## config.mk

```make
export PLATFORM = sky130hd
export DESIGN_NAME = multi_timer
export DESIGN_NICKNAME = d
export VERILOG_FILES = /design/src/rtl/multi_timer.sv
export SDC_FILE = /design/constraint.sdc
export NUM_CORES = 1
export LEC_CHECK = 0
export ABC_AREA = 0
export BUFFER_PORTS_ARGS = -buffer_cell sky130_fd_sc_hd__buf_2
export CAP_MARGIN = 10
export CORE_UTILIZATION = 40
export DETAILED_ROUTE_END_ITERATION = 6
export GPL_TIMING_DRIVEN = 1
export PLACE_DENSITY = 0.59
export SYNTH_ARGS = -nofsm -noshare
export SYNTH_HDL_FRONTEND = slang
export SYNTH_SLANG_ARGS = --single-unit
```

## constraint.sdc

```tcl
create_clock -name clk -period 4.25 [get_ports clk]
set_clock_uncertainty 0.05 [all_clocks]
set_input_delay 0.2125 -clock clk [delete_from_list [all_inputs] [get_ports clk]]
set_output_delay 0.2125 -clock clk [all_outputs]
set_load 0.03 [all_outputs]
```

## src/rtl/multi_timer.sv

```systemverilog
// Multi-channel down-counting timer block with memory-mapped registers.
// Each channel has CTRL/PRESET/COUNT/STATUS and an IDLE/LOAD/CNT/INT sequencer.
module multi_timer #(
    parameter int NUM_CH = 4,
    parameter int WIDTH  = 32
) (
    input  logic              clk,
    input  logic              reset,
    input  logic [31:2]       Addr,
    input  logic              WE,
    input  logic [31:0]       Din,
    output logic [31:0]       Dout,
    output logic              IRQ,
    output logic [NUM_CH-1:0] irq_vec
);

    typedef enum logic [1:0] {IDLE, LOAD, CNT, INT} state_t;

    localparam logic [1:0] REG_CTRL    = 2'd0;
    localparam logic [1:0] REG_PRESET  = 2'd1;
    localparam logic [1:0] REG_COUNT   = 2'd2;
    localparam logic [1:0] REG_STATUS  = 2'd3;
    localparam logic [1:0] MODE_RELOAD = 2'b01;
    localparam logic [1:0] MODE_HOLD   = 2'b10;

    logic [2:0]                ch_sel;
    logic [1:0]                reg_sel;
    logic [NUM_CH-1:0][31:0]   rd_data;
    logic                      unused_bits;

    assign ch_sel      = Addr[6:4];
    assign reg_sel     = Addr[3:2];
    assign unused_bits = ^{Addr[31:7], Din};

    for (genvar i = 0; i < NUM_CH; i++) begin : g_ch
        state_t           state_q, state_d;
        logic             en_q, en_d;
        logic [1:0]       mode_q;
        logic             im_q;
        logic [WIDTH-1:0] preset_q;
        logic [WIDTH-1:0] count_q, count_d;
        logic             pending_q;
        logic             set_pend;
        logic             sel, wr;
        logic             wr_ctrl, wr_preset, wr_clr;
        logic [31:0]      rd;

        // Channels beyond NUM_CH never match, so they read 0 and ignore writes
        assign sel       = (ch_sel == 3'(i));
        assign wr        = WE && sel;
        assign wr_ctrl   = wr && (reg_sel == REG_CTRL);
        assign wr_preset = wr && (reg_sel == REG_PRESET);
        assign wr_clr    = wr && (reg_sel == REG_STATUS) && Din[0];

        always_comb begin
            state_d  = state_q;
            en_d     = en_q;
            count_d  = count_q;
            set_pend = 1'b0;
            unique case (state_q)
                IDLE: begin
                    // Periodic-hold stays parked until software clears PENDING
                    if (en_q && !(mode_q == MODE_HOLD && pending_q))
                        state_d = LOAD;
                end
                LOAD: begin
                    count_d = (preset_q == '0) ? WIDTH'(1) : preset_q;
                    state_d = CNT;
                end
                CNT: begin
                    if (!en_q) begin
                        state_d = IDLE;
                    end else if (count_q > WIDTH'(1)) begin
                        count_d = count_q - WIDTH'(1);
                    end else begin
                        count_d  = '0;
                        set_pend = 1'b1;
                        state_d  = INT;
                    end
                end
                INT: begin
                    state_d = IDLE;
                    if (mode_q == MODE_RELOAD)
                        state_d = LOAD;
                    else if (mode_q != MODE_HOLD)
                        en_d = 1'b0;
                end
            endcase
        end

        always_ff @(posedge clk) begin
            if (reset) begin
                state_q   <= IDLE;
                en_q      <= 1'b0;
                mode_q    <= 2'b00;
                im_q      <= 1'b0;
                preset_q  <= '0;
                count_q   <= '0;
                pending_q <= 1'b0;
            end else begin
                state_q   <= state_d;
                count_q   <= count_d;
                // Software write wins over the one-shot EN clear
                en_q      <= wr_ctrl ? Din[0] : en_d;
                if (wr_ctrl) begin
                    mode_q <= Din[2:1];
                    im_q   <= Din[3];
                end
                if (wr_preset)
                    preset_q <= Din[WIDTH-1:0];
                pending_q <= set_pend | (pending_q & ~wr_clr);
            end
        end

        always_comb begin
            rd = '0;
            if (sel) begin
                unique case (reg_sel)
                    REG_CTRL:   rd = {28'b0, im_q, mode_q, en_q};
                    REG_PRESET: rd = 32'(preset_q);
                    REG_COUNT:  rd = 32'(count_q);
                    REG_STATUS: rd = {31'b0, pending_q};
                endcase
            end
        end

        assign rd_data[i] = rd;
        assign irq_vec[i] = pending_q & im_q;
    end

    always_comb begin
        Dout = '0;
        for (int i = 0; i < NUM_CH; i++)
            Dout = Dout | rd_data[i];
    end

    assign IRQ = |irq_vec;

endmodule

```

==> results.txt <==
The part of the power in the clock network is 50.0%. During I/O placement, the number of pins put on the boundary was 102. In the routed layout, each cell is associated on average with a via count of 6.60. In the synthesized netlist, the cells that appear most often are sky130_fd_sc_hd__nand2_1 (404), sky130_fd_sc_hd__dfxtp_1 (284), sky130_fd_sc_hd__a21oi_1 (251), sky130_fd_sc_hd__clkbuf_1 (166), sky130_fd_sc_hd__a22oi_1 (120).

In this run, distinct cell masters in the synthesized netlist total 72. Of the cells placed in the final design, the portion with a size suffix greater than 1 is 9.90%. The CTS tree is built. The kind of critical path is flop to flop.

The hold buffer count at cts came out at 17. The switching power total came out at 1520 µW. After synthesis the netlist holds a flip-flop and latch count of 284. After routing, the total negative slack on setup checks comes to 0 ps. The number of instances in the synthesized netlist came out at 2149. Along the worst path, the maximum fanout reaches 9.

The pre-antenna-repair detailed-routing pass consisted of 6 iterations. Synthesis produced a netlist with a net count of 2222. The max-slew headroom at the worst pin is 23.2%.

The total power draw came out at 6100 µW. The endpoint arrival time on the critical path came out at 3510 ps. The quantity of I/O buffers inserted on ports is 76. The placed wire-length estimate after detailed placement came out at 46.6 mm. The number of enable-type register cells in the synthesized netlist came out at 0. The area of the core is 39700 µm².

Clock latency on the worst-skew pair, taken at its later pin, is 550 ps. Counting the buffers created by CTS gives 35. Data on the critical path is required at its endpoint by 4640 ps. The power density over cell area came out at 336 nW/µm². The total length of routed wires is 69.2 mm. The final critical-path share of the clock period is 73.3%. The number of instances on the worst hold path came out at 3. Once layout is done, the placed cells without fillers occupy 18200 µm². The min-delay analysis places its worst path in the category input port to flop.

Across every metal layer, demand over resource in global routing totals 33.2%. Once placement completed, the tool counted placed cells totaling 2608. The hold violation total from the final report is 0.

The CTS sink count is 284. The synthesized cell area came out at 16100 µm². The critical path launch point type is a flop.

The number of antenna violations at the first check in global routing came out at 1. During synthesis, Yosys emitted a total of 0 warnings. The transition time at the pin with the least slew margin came out at 1150 ps.

The sequential group share of total power came out at 44.1%. The number of cells on the worst reg-to-reg path is 7. The via count of the first global-routing pass is 16300. The clock transition time at the flip-flop clock pins of the worst setup and hold paths is 60 ps. The count of fill cells added during filler insertion came out at 4064.

The cell row count came out at 73. The die is 203 µm tall. The total of max-cap violations is 0. The sort of element at the end of the critical path is a flop.

The DRC violation count after routing is 0. The non-filler instance count after layout came out at 2687. After synthesis, the share of flip-flops with an asynchronous set or reset is 0%. The final weighted congestion in routability-driven placement is 0.985. The tree is rooted in a sky130_fd_sc_hd__clkbuf_16. The floorplan step set the die width to 203 µm. After the last flow step, the layout net total stands at 2210. The total setup buffers inserted after CTS is 0. The shortest period the worst path allows came out at 3120 ps.

The count of cells resized by post-cts repair came out at 0. The switching share of power is 24.9%. The deepest level of the CTS H-tree is 2. The first global-routing pass estimated 104 mm of wire. The most repeated cell in the gate-level netlist after synthesis is sky130_fd_sc_hd__nand2_1. In this run the static leakage power is 0.00607 µW. In this run, the combinational gates consume 6.0% of the power. The most used flip-flop cell after synthesis is sky130_fd_sc_hd__dfxtp_1. Detailed routing inserted a total of 17700 vias. The mean area per synthesized cell is 7.49 µm². Yosys attributes the largest share of cell area to sky130_fd_sc_hd__dfxtp_1 (35%), sky130_fd_sc_hd__nand2_1 (9.4%), sky130_fd_sc_hd__a21oi_1 (7.8%), sky130_fd_sc_hd__a22oi_1 (5.6%), sky130_fd_sc_hd__clkbuf_1 (3.9%). The fraction of the yosys area taken by sequential cells came out at 35.3%. The detail route stage leaves a number of antenna-violating nets equal to 0. The timing-limited maximum frequency came out at 0.321 GHz. The number of pins exceeding their max-slew limit in the final report is 0. The routed wirelength normalized by instance count is 25.7 µm. Setup violations remaining at the end of the flow were counted as 0. The detailed router finished its first iteration with 2006 violations. The run finished with clean final reports. IR analysis of the VDD net gives a maximum drop of 0.227 mV.

The die covers 41000 µm². From synthesis to final layout, the design area changed by 12.9%. The maximum clock insertion buffer count came out at 3. Entering global routing, the biggest net connects 158 pins. Setup repair after global routing left no endpoint under its margin. The area fraction of the dominant cell type after synthesis came out at 35.3%. The cell type with the highest aggregate area in the netlist is sky130_fd_sc_hd__dfxtp_1.

The total overflow reported by the global router came out at 0. Cell internal power was estimated by the tool at 4580 µW. The starting density of the core is 40.5%. The total placed instance area came out at 16900 µm².
[power by group through the flow]
stage	clock network [µW]	logic (µW)	registers, µW
floorplan	0	180	2740
global placement	0	341	2750
detailed placement	0	341	2750
CTS	3080	354	2690
global route	3180	378	2690
finish	3050	365	2690
[cell usage in the layout, fill, tap and decap left out, drive strengths merged, types with 21 or more instances in the layout]
cell and instances:
o221ai 29, a32oi 65, a31oi 36, a21oi 251
or4 21, buf 120, nor2 100, dfxtp 284
nand4 23, nor4 78, nand3 84, a22oi 120
o21ai 88, nand2 404, clkbuf 57, o22a 28
nor3 60, inv 27
[per-layer routing]
metal	share of wire [%]	global-route usage (%)	routed length [µm]	vias to the layer above
li1	-	-	-	8081
met4	7.0	21.9	4860	0
met3	8.5	6.73	5870	199
met5	0	0	0	-
met2	42	47.8	29400	854
met1	42	44.6	29100	8600
[per-stage QoR]
stage | worst slack, ps | utilization, % | hold WS, ps
2_1_floorplan | 1680 | - | 298
3_3_place_gp | 1160 | 42.4 | 410
3_5_place_dp | 1160 | 42.4 | 423
4_1_cts | 1130 | 45.7 | 0.228
5_1_grt | 941 | 45.7 | 11.5
6_report | 1130 | 45.7 | 15.0
[state kept, by name, summed over array words and instances, names as in the netlist]
signal and flops:
g_ch.count_q 128, g_ch.en_q 4, g_ch.im_q 4, g_ch.mode_q 8, g_ch.pending_q 4, g_ch.preset_q 128
g_ch.state_q 8
[final cells by class]
class | instances | area (µm²) | share of cell area (%)
sequential | 284 | 5690 | 31.3
tap | 525 | 657 | 3.62
inverter | 26 | 97.6 | 0.537
multi-input combinational | 1652 | 9640 | 53.1
clock inverter | 5 | 78.8 | 0.434
antenna | 1 | 2.50 | 0.0138
timing repair buffer | 138 | 947 | 5.21
clock buffer | 56 | 1060 | 5.82
[cell families after synthesis]
family / count (synthesis) / share of synthesized area (%)
and+or+nand+nor: 859 / 25.3
AOI/OAI and AO/OA: 746 / 30.9
DFF: 284 / 35.3
buffers and inverters: 213 / 5.13
muxes: 29 / 2.19
xor gates and xnor gates: 10 / 0.544
adders and majority gates: 8 / 0.622
[worst paths after layout]
path                                          from                                end  slack (ps)
setup / recovery  g_ch[1].count_q[12]$_SDFFE_PP0P_   g_ch[1].count_q[10]$_SDFFE_PP0P_        1130
hold / removal                             Din[11]  g_ch[0].preset_q[11]$_SDFFE_PP0P_          10
setup reg to reg  g_ch[1].count_q[12]$_SDFFE_PP0P_   g_ch[1].count_q[10]$_SDFFE_PP0P_        1130
hold reg to reg          g_ch[1].im_q$_SDFFE_PP0P_          g_ch[1].im_q$_SDFFE_PP0P_         430
[worst max-delay path, stage by stage, from the launching register on]
cell,delay [ps]
sky130_fd_sc_hd__dfxtp_1,350
sky130_fd_sc_hd__or4_1,620
sky130_fd_sc_hd__or4_4,470
sky130_fd_sc_hd__nor4_1,490
sky130_fd_sc_hd__buf_4,270
sky130_fd_sc_hd__nand2b_1,330
sky130_fd_sc_hd__o21ai_0,150
sky130_fd_sc_hd__a32o_1,280
Power figures use the tool's default switching activity.
